`config.mk`:
```
export PLATFORM = sky130hd
export DESIGN_NAME = slow_clock_gen
export DESIGN_NICKNAME = d
export VERILOG_FILES = /design/src/rtl/slow_clock_pkg.sv /design/src/rtl/step_debouncer.sv /design/src/rtl/slow_clock_gen.sv
export SDC_FILE = /design/constraint.sdc
export NUM_CORES = 1
export LEC_CHECK = 0
export CELL_PAD_IN_SITES_DETAIL_PLACEMENT = 1
export CELL_PAD_IN_SITES_GLOBAL_PLACEMENT = 2
export CORE_MARGIN = 2
export CORE_UTILIZATION = 30
export DETAILED_ROUTE_END_ITERATION = 10
export GPL_ROUTABILITY_DRIVEN = 0
export PLACE_DENSITY_LB_ADDON = 0.1
export REMOVE_ABC_BUFFERS = 1
export SETUP_SLACK_MARGIN = 0.1
export SLEW_MARGIN = 5
export SYNTH_ARGS = -nofsm -noshare
export SYNTH_HDL_FRONTEND = slang
export SYNTH_HIERARCHICAL = 1
export SYNTH_SLANG_ARGS = --single-unit
```
`constraint.sdc`:
```
create_clock -name fastClk -period 2.4 [get_ports fastClk]
set_clock_uncertainty 0.1 [all_clocks]
set_input_delay 0.6 -clock fastClk [delete_from_list [all_inputs] [get_ports fastClk]]
set_output_delay 0.6 -clock fastClk [all_outputs]
set_load 0.05 [all_outputs]
```
`src/rtl/slow_clock_pkg.sv`:
```
`default_nettype none
// ============================================================================
// Package  : slow_clock_pkg
// Summary  : Shared state encoding and constants for the slow-clock generator.
// Revision : 1.0
// ============================================================================
package slow_clock_pkg;

    typedef enum logic [2:0] {
        IDLE      = 3'd0,
        RUN_LO    = 3'd1,
        RUN_HI    = 3'd2,
        STEP_WAIT = 3'd3,
        STEP_HI   = 3'd4,
        LOAD      = 3'd5
    } state_t;

    localparam int SYNC_STAGES = 2;

    function automatic logic is_high_phase(input state_t s);
        return (s == RUN_HI) || (s == STEP_HI);
    endfunction

endpackage
`default_nettype wire

```
`src/rtl/step_debouncer.sv`:
```
`default_nettype none
// ============================================================================
// Module   : step_debouncer
// Summary  : Stable-level debouncer; level follows the input only after it has
//            differed from the current level for DB_CYCLES consecutive cycles.
// Revision : 1.0
// ============================================================================
module step_debouncer #(
    parameter int DB_CYCLES = 120000
) (
    input  logic fastClk,
    input  logic rst,
    input  logic din,
    output logic level_o,
    output logic rise_o
);

    localparam int                 c_CNT_W = $clog2(DB_CYCLES + 1);
    localparam logic [c_CNT_W-1:0] c_LAST  = c_CNT_W'(DB_CYCLES - 1);

    logic [c_CNT_W-1:0] r_cnt;
    logic               r_level;
    logic               r_rise;

    always_ff @(posedge fastClk or negedge rst) begin
        if (!rst) begin
            r_cnt   <= '0;
            r_level <= 1'b0;
            r_rise  <= 1'b0;
        end else begin
            r_rise <= 1'b0;
            if (din == r_level) begin
                r_cnt <= '0;
            end else if (r_cnt == c_LAST) begin
                r_cnt   <= '0;
                r_level <= din;
                r_rise  <= din;
            end else begin
                r_cnt <= r_cnt + 1'b1;
            end
        end
    end

    assign level_o = r_level;
    assign rise_o  = r_rise;

endmodule
`default_nettype wire

```
`src/rtl/slow_clock_gen.sv`:
```
`default_nettype none
// ============================================================================
// Module   : slow_clock_gen
// Summary  : RUN / STEP / HALT slow-clock generator with serially loaded
//            half-period. Define SLOWCLK_DEBOUNCE_EN to debounce step_btn.
// Revision : 1.0
// ============================================================================
module slow_clock_gen
    import slow_clock_pkg::*;
#(
    parameter int CNT_W     = 32,
    parameter int DB_CYCLES = 120000
) (
    input  logic       fastClk,
    input  logic       rst,
    input  logic       cfg_load,
    input  logic       cfg_data,
    input  logic       mode_step,
    input  logic       step_btn,
    input  logic       halt,
    output logic       slowClk,
    output logic       cfg_err,
    output logic [2:0] state_o
);

    localparam int                    c_BITCNT_W = $clog2(CNT_W + 2);
    localparam logic [c_BITCNT_W-1:0] c_BITS_OK  = c_BITCNT_W'(CNT_W);
    localparam logic [c_BITCNT_W-1:0] c_BITS_SAT = c_BITCNT_W'(CNT_W + 1);

    logic [SYNC_STAGES-1:0][4:0] r_sync;
    logic w_load, w_data, w_mode, w_btn, w_halt, w_step_rise;

    always_ff @(posedge fastClk or negedge rst) begin
        if (!rst) begin
            r_sync <= '0;
        end else begin
            r_sync[0] <= {cfg_load, cfg_data, mode_step, step_btn, halt};
            for (int i = 1; i < SYNC_STAGES; i++) r_sync[i] <= r_sync[i-1];
        end
    end

    assign {w_load, w_data, w_mode, w_btn, w_halt} = r_sync[SYNC_STAGES-1];

`ifdef SLOWCLK_DEBOUNCE_EN
    logic w_db_level_unused;

    step_debouncer #(
        .DB_CYCLES (DB_CYCLES)
    ) u_step_debouncer (
        .fastClk (fastClk),
        .rst     (rst),
        .din     (w_btn),
        .level_o (w_db_level_unused),
        .rise_o  (w_step_rise)
    );
`else
    logic r_btn_d;
    logic w_unused_db;

    always_ff @(posedge fastClk or negedge rst) begin
        if (!rst) r_btn_d <= 1'b0;
        else      r_btn_d <= w_btn;
    end

    assign w_step_rise = w_btn & ~r_btn_d;
    assign w_unused_db = (DB_CYCLES == 0);
`endif

    state_t                r_state, w_state_nxt;
    logic [CNT_W-1:0]      r_count, w_count_nxt, r_half, r_shift;
    logic [c_BITCNT_W-1:0] r_bitcnt;
    logic                  r_slow, r_err;
    logic                  w_frame_start, w_shift, w_commit, w_reject, w_at_end;

    assign w_at_end = (r_count == r_half);

    // Load requests are only honoured from low phases so slowClk never glitches.
    always_comb begin
        w_state_nxt   = r_state;
        w_count_nxt   = r_count;
        w_frame_start = 1'b0;
        w_shift       = 1'b0;
        w_commit      = 1'b0;
        w_reject      = 1'b0;
        case (r_state)
            IDLE: begin
                w_count_nxt = '0;
                if (w_load) begin
                    w_state_nxt   = LOAD;
                    w_frame_start = 1'b1;
                end else if (!w_halt) begin
                    w_state_nxt = w_mode ? STEP_WAIT : RUN_LO;
                end
            end
            RUN_LO: begin
                if (w_load) begin
                    w_state_nxt   = LOAD;
                    w_frame_start = 1'b1;
                    w_count_nxt   = '0;
                end else if (w_halt || w_mode) begin
                    w_state_nxt = IDLE;
                    w_count_nxt = '0;
                end else if (w_at_end) begin
                    w_state_nxt = RUN_HI;
                    w_count_nxt = '0;
                end else begin
                    w_count_nxt = r_count + 1'b1;
                end
            end
            RUN_HI: begin
                if (w_at_end) begin
                    w_state_nxt = w_halt ? IDLE : RUN_LO;
                    w_count_nxt = '0;
                end else begin
                    w_count_nxt = r_count + 1'b1;
                end
            end
            STEP_WAIT: begin
                w_count_nxt = '0;
                if (w_load) begin
                    w_state_nxt   = LOAD;
                    w_frame_start = 1'b1;
                end else if (!w_mode) begin
                    w_state_nxt = IDLE;
                end else if (w_step_rise && !w_halt) begin
                    w_state_nxt = STEP_HI;
                end
            end
            STEP_HI: begin
                if (w_at_end) begin
                    w_state_nxt = STEP_WAIT;
                    w_count_nxt = '0;
                end else begin
                    w_count_nxt = r_count + 1'b1;
                end
            end
            LOAD: begin
                w_count_nxt = '0;
                if (w_load) begin
                    w_shift = 1'b1;
                end else begin
                    w_state_nxt = IDLE;
                    w_commit    = (r_bitcnt == c_BITS_OK);
                    w_reject    = (r_bitcnt != c_BITS_OK);
                end
            end
            default: begin
                w_state_nxt = IDLE;
                w_count_nxt = '0;
            end
        endcase
    end

    always_ff @(posedge fastClk or negedge rst) begin
        if (!rst) begin
            r_state  <= IDLE;
            r_count  <= '0;
            r_half   <= '0;
            r_shift  <= '0;
            r_bitcnt <= '0;
            r_slow   <= 1'b0;
            r_err    <= 1'b0;
        end else begin
            r_state <= w_state_nxt;
            r_count <= w_count_nxt;
            r_slow  <= is_high_phase(w_state_nxt);
            r_err   <= w_reject;
            // The first bit of a frame is captured on the entry cycle itself.
            if (w_frame_start) begin
                r_shift  <= {w_data, r_shift[CNT_W-1:1]};
                r_bitcnt <= c_BITCNT_W'(1);
            end else if (w_shift) begin
                r_shift <= {w_data, r_shift[CNT_W-1:1]};
                if (r_bitcnt != c_BITS_SAT) r_bitcnt <= r_bitcnt + 1'b1;
            end
            if (w_commit) r_half <= r_shift;
        end
    end

    assign slowClk = r_slow;
    assign cfg_err = r_err;
    assign state_o = r_state;

endmodule
`default_nettype wire
```
Word-level counts from Yosys, hierarchy flattened
Cells that the tools add are included.
{"block": "totals", "input_bits": 7, "register_bits": 118}
{"block": "op_classes", "bitwise_logic": 2, "muxes": 30, "reduce_logical": 10, "n_eq_ne": 11, "n_addsub": 2}
{"cell": "32-bit two-way mux", "count": 5}
{"cell": "32-bit case mux with 2 select lines", "count": 1}
{"cell": "3-bit two-way mux", "count": 11}
{"cell": "32-bit by 1-bit adder with 32-bit output, second input constant", "count": 1}
{"cell": "32-bit equality test", "count": 1}
{"cell": "6-bit two-way mux", "count": 3}
{"cell": "3-bit case mux with 6 select lines", "count": 1}
{"cell": "6-bit inequality test, second input constant", "count": 2}
{"cell": "3-bit by 2-bit equality test with 1-bit output, second input constant", "count": 3}
{"cell": "3-bit equality test, second input constant", "count": 3}
{"cell": "1-bit two-way mux", "count": 8}
{"cell": "6-bit by 1-bit adder with 6-bit output, second input constant", "count": 1}
{"cell": "6-bit equality test, second input constant", "count": 1}
{"cell": "2-bit nonzero test", "count": 2}
{"cell": "3-bit by 1-bit equality test with 1-bit output, second input constant", "count": 1}
{"cell": "3-bit logical NOT", "count": 1}
{"cell": "3-bit OR reduction", "count": 1}
{"cell": "1-bit logical OR", "count": 2}
{"cell": "2-bit two-way mux", "count": 1}
{"cell": "2-bit AND reduction", "count": 1}
{"cell": "2-bit OR reduction", "count": 1}
{"cell": "1-bit bitwise AND", "count": 1}
{"cell": "1-bit logical AND", "count": 1}
{"cell": "1-bit logical NOT", "count": 1}
{"cell": "1-bit inverter", "count": 1}

Longest topological paths before layout
{"block": "depth", "word_depth": 9, "depth_mapped": 7}

Worst setup path before layout
OpenSTA, ideal clock, no wires.
{"block": "synth_timing", "kind": "reg2reg", "start": "register r_state[1] (netlist: state_o[1])", "end": "register r_shift[10]", "arrival_ns": 1.950, "path_stages_with_launch": 7, "path_slack_ns": 0.225, "setup_time_ns": 0.125, "synth_period_minus_slack_ns": 2.175, "t_required_ns": 2.175, "path_cell_list": "dfrtp_1 buf_2 nor2b_1 o21ai_0 nand2_1 buf_2 mux2_2"}
{"block": "synth_between", "elab_chain_cells": 4, "word_cells_on_any_way": 9}
{"element": "from (decl)", "line_no": "slow_clock_gen.sv:69", "source": "state_t r_state, w_state_nxt;"}
{"element": "from (signal assigned)", "line_no": "slow_clock_gen.sv:164", "source": "r_state <= w_state_nxt;"}
{"element": "3-bit by 2-bit equality test with 1-bit output (tied with other cells)", "line_no": "slow_clock_gen.sv:85", "source": "case (r_state)"}
{"element": "3-bit OR reduction (no source line)"}
{"element": "1-bit two-way mux"}
{"element": "32-bit two-way mux or 2-bit nonzero test (tied branches)"}
{"element": "to (signal assigned)", "line_no": "slow_clock_gen.sv:170", "source": "r_shift <= {w_data, r_shift[CNT_W-1:1]};"}
{"element": "to (signal assigned)", "line_no": "slow_clock_gen.sv:173", "source": "r_shift <= {w_data, r_shift[CNT_W-1:1]};"}
{"element": "to (decl)", "line_no": "slow_clock_gen.sv:70", "source": "logic [CNT_W-1:0] r_count, w_count_nxt, r_half, r_shift;"}
Several ways; a longest one is shown, not always the timed one.
A chain may end at the register's enable or synchronous reset.

Worst setup path in the final report
{"block": "layout_timing", "start": "register r_err (netlist: cfg_err)", "end": "output cfg_err"}
{"element": "from (decl)", "line_no": "slow_clock_gen.sv:72", "source": "logic r_slow, r_err;"}
{"element": "from (signal assigned)", "line_no": "slow_clock_gen.sv:167", "source": "r_err <= w_reject;"}
{"element": "to (decl)", "line_no": "slow_clock_gen.sv:22", "source": "output logic cfg_err,"}
No word-level cell between the ends.

==> results.sh <==
export IMPL_worst_setup_path_end_kind="primary output"
export IMPL_period_share=0.923
export IMPL_critical_path_max_stage_delay_ns=0.79
export IMPL_p_total_mw=6.01
export IMPL_fmax_ghz=0.452
export IMPL_synth_seq_cells=118
export IMPL_grt_pass1_wl_um=20200
export IMPL_place_hpwl_um=8410
export IMPL_detail_route_wl_per_cell_um=17.5
export IMPL_muxShareOfSynthArea=0.139
export IMPL_synth_edf_count=0
export IMPL_cp_max_fo=1
export IMPL_grt_use_met2=0.234
export IMPL_endpoint="cfg_err"
export IMPL_clkTransAtPathRegs_ns=0.05
export IMPL_drc=0
export IMPL_synth_warning_count=6
export IMPL_die_area_sq_mm=0.0189
export IMPL_vias_per_cell=4.83
export IMPL_startpoint="cfg_err"
export IMPL_routed_wl_um=12000
export IMPL_path_buf_inv=1
export IMPL_synth_distinct_cells=44
export IMPL_die_h_um=137
export IMPL_drive_above_1_share=0.235
export IMPL_regToRegStartpoint="r_count[25]"
export IMPL_vias=3321
export IMPL_io_buffers=11
export IMPL_cpLargestDelayFamily="buffers and inverters"
export IMPL_slew_viol_final=0
export IMPL_p_leak_nw=3.07
export IMPL_max_slew_margin_rel=0.535
export IMPL_ys_flop_type="dfrtp_1"
export IMPL_synth_compound_area_share=0.0412
export IMPL_synth_xor_area_frac=0.100
export IMPL_status="finished clean"
export IMPL_drv_cap=0
export IMPL_rows=48
export IMPL_layout_nets=464
export IMPL_first_global_vias=3658
export IMPL_synth_yosys_seq_area_share=0.553
export IMPL_mappedNetlistArea_sq_mm=0.00534
export IMPL_synth_top_family_by_area="multiplexers"
export IMPL_crit_required_ns=1.70
export IMPL_grt_busiest_layer="met2"
export IMPL_async_reset_ff_frac=1.00
export IMPL_whs_ns=0.0788
export IMPL_dp_worst_setup_slack_ns=0.208
export IMPL_hold_viol_final=0
export IMPL_hold_buffers=0
export IMPL_synth_top_cells_by_count="dfrtp_1 (118), mux2_2 (53), xor2_1 (51)"
export IMPL_diodes=0
export IMPL_synth_most_common_cell="dfrtp_1"
export IMPL_cts_num_sinks=118
export IMPL_clock_latency_ns=0.41
export IMPL_start_kind="register"
export IMPL_initial_core_util=0.308
export IMPL_r2r_slack_ns=0.23
export IMPL_cp_cell_sequence="clkdlybuf4s50_1"
export IMPL_antenna_found_initial=0
export IMPL_synth_top_area_share=0.553
export IMPL_worstMarginPinSlew_ns=0.692
export IMPL_critPathSlowestCell="clkdlybuf4s50_1"
export IMPL_worst_ep_arrival_time_ns=1.51
export IMPL_fp_dieW_um=137
export IMPL_grt_setup_unrepaired="no"
export IMPL_yosys_area_top_type="dfrtp_1"
export IMPL_cts_max_level=4
export IMPL_syn_inst=428
export IMPL_numCtsBuffers=17
export IMPL_gr_usage_met3=0.0313
export IMPL_fin_crit_ns=2.21
export IMPL_io_pin_count=12
export IMPL_dr_pass1_iters=4
export IMPL_r2r_end="slowClk"
export IMPL_cp_depth=1
export IMPL_grt_usage=0.145
export IMPL_yosys_area_share_simple=0.137
export IMPL_root_buffer="clkbuf_16"
export IMPL_area_growth_pct=19.1
export IMPL_setup_violations=0
export IMPL_p_per_area_mw_per_mm2=945
export IMPL_grt_max_degree=42
export IMPL_overflow=0
export IMPL_avgSynthCellArea_sq_um=12.5
export IMPL_met1_usage=0.189
export IMPL_core_area_sq_mm=0.0174
export IMPL_post_cts_buffers=0
export IMPL_crit_type="register to primary output"
export IMPL_cts_tree="done"
export IMPL_worst_slack_ns=0.185
export IMPL_ff2ff_path_depth=5
export IMPL_clk_path_buf_depth=2
export IMPL_ir_drop_mv=0.506
export IMPL_synth_area_leaders="dfrtp_1 (55%), mux2_2 (11%), xor2_1 (8.4%), mux2_1 (2.7%), nor2_1 (2.5%)"
export IMPL_synth_fa_ha_area_frac=0.00937
export IMPL_min_path_type="primary input to asynchronous set/reset pin"
export IMPL_drtIter0Drc=120
export IMPL_postRouteAntennaNets=0
-- sequential cells by signal (all words and copies together), names as in the netlist --
register	cells
cfg_err	1
r_bitcnt	6
r_btn_d	1
r_count	32
r_half	32
r_shift	32
r_sync	10
slowClk	1
state_o	3
-- what timing repair did --
action / CTS / global route
pin swaps: 0 / 1
endpoints found under the setup margin: 1 / 4
gates resized for setup: 1 / 1
-- layer usage --
layer,up-vias,wire (um)
met1,1729,5720
met2,28,5770
met3,13,331
met5,-,0
li1,1551,-
met4,0,180
-- worst min-delay path by stage --
stage                         start         end  slack, ns
after floorplan                 rst     cfg_err       0.20
after global placement    r_sync[2]   r_sync[7]       0.24
after detailed placement  r_sync[2]   r_sync[7]       0.24
after CTS                       rst  r_half[15]       0.09
after global routing            rst  r_half[15]       0.10
final                           rst  r_half[15]       0.08
-- power by group --
part	total (mW)	switching (mW)	leakage [nW]	internal, mW
logic	0.963	0.503	1.21	0.460
registers	2.49	0.236	1.58	2.26
clock network	2.56	0.870	0.286	1.69
total	6.01	1.61	3.07	4.41
-- area by class of cell --
type / instances / area [sq um]
Clock buffer: 20 / 467
Clock inverter: 9 / 128
Fill cell: 1856 / 11000
Inverter: 9 / 33.8
Multi-Input combinational cell: 287 / 2280
Sequential cell: 118 / 2950
Tap cell: 225 / 282
Timing Repair Buffer: 20 / 221
-- metrics by stage --
stage          TNS, ns  cell area [sq um]  std cells   util
2_1_floorplan   -14.85               5270        414      -
3_3_place_gp         0               5770        659  0.332
3_5_place_dp         0               5770        659  0.332
4_1_cts              0               6360        688  0.366
5_1_grt              0               6360        688  0.367
6_report             0               6360        688  0.367
-- logic make-up (layout without fill, tap and decap cells) --
kind of cell             Yosys count  in the layout
AO/OA/AOI/OAI                     31             31
XOR/XNOR                          61             61
adder cells (fa/ha/maj)            4              4
buffers and inverters             23             58
flip-flops                       118            118
multiplexers                      66             66
AND/OR/NAND/NOR                  125            125
-- placed cells by master, fill, tap and decap left out, drive strengths merged, types with 3 or more instances in the layout --
cell | synthesis | layout
clkbuf | 1 | 20
and4 | 3 | 3
or3 | 8 | 8
mux2 | 66 | 66
a41oi | 4 | 4
nand2 | 17 | 17
xnor2 | 10 | 10
buf | 13 | 12
nor4 | 10 | 10
inv | 9 | 9
xor2 | 51 | 51
clkdlybuf4s50 | 0 | 6
nand3 | 14 | 14
ha | 4 | 4
bufinv | 0 | 3
nand4 | 14 | 14
a21oi | 8 | 8
dfrtp | 118 | 118
nor2 | 37 | 37
nor3 | 8 | 8
clkinvlp | 0 | 3
o21ai | 9 | 9
clkinv | 0 | 3
and3 | 7 | 7
No activity file was read; power rests on OpenSTA's default activity.
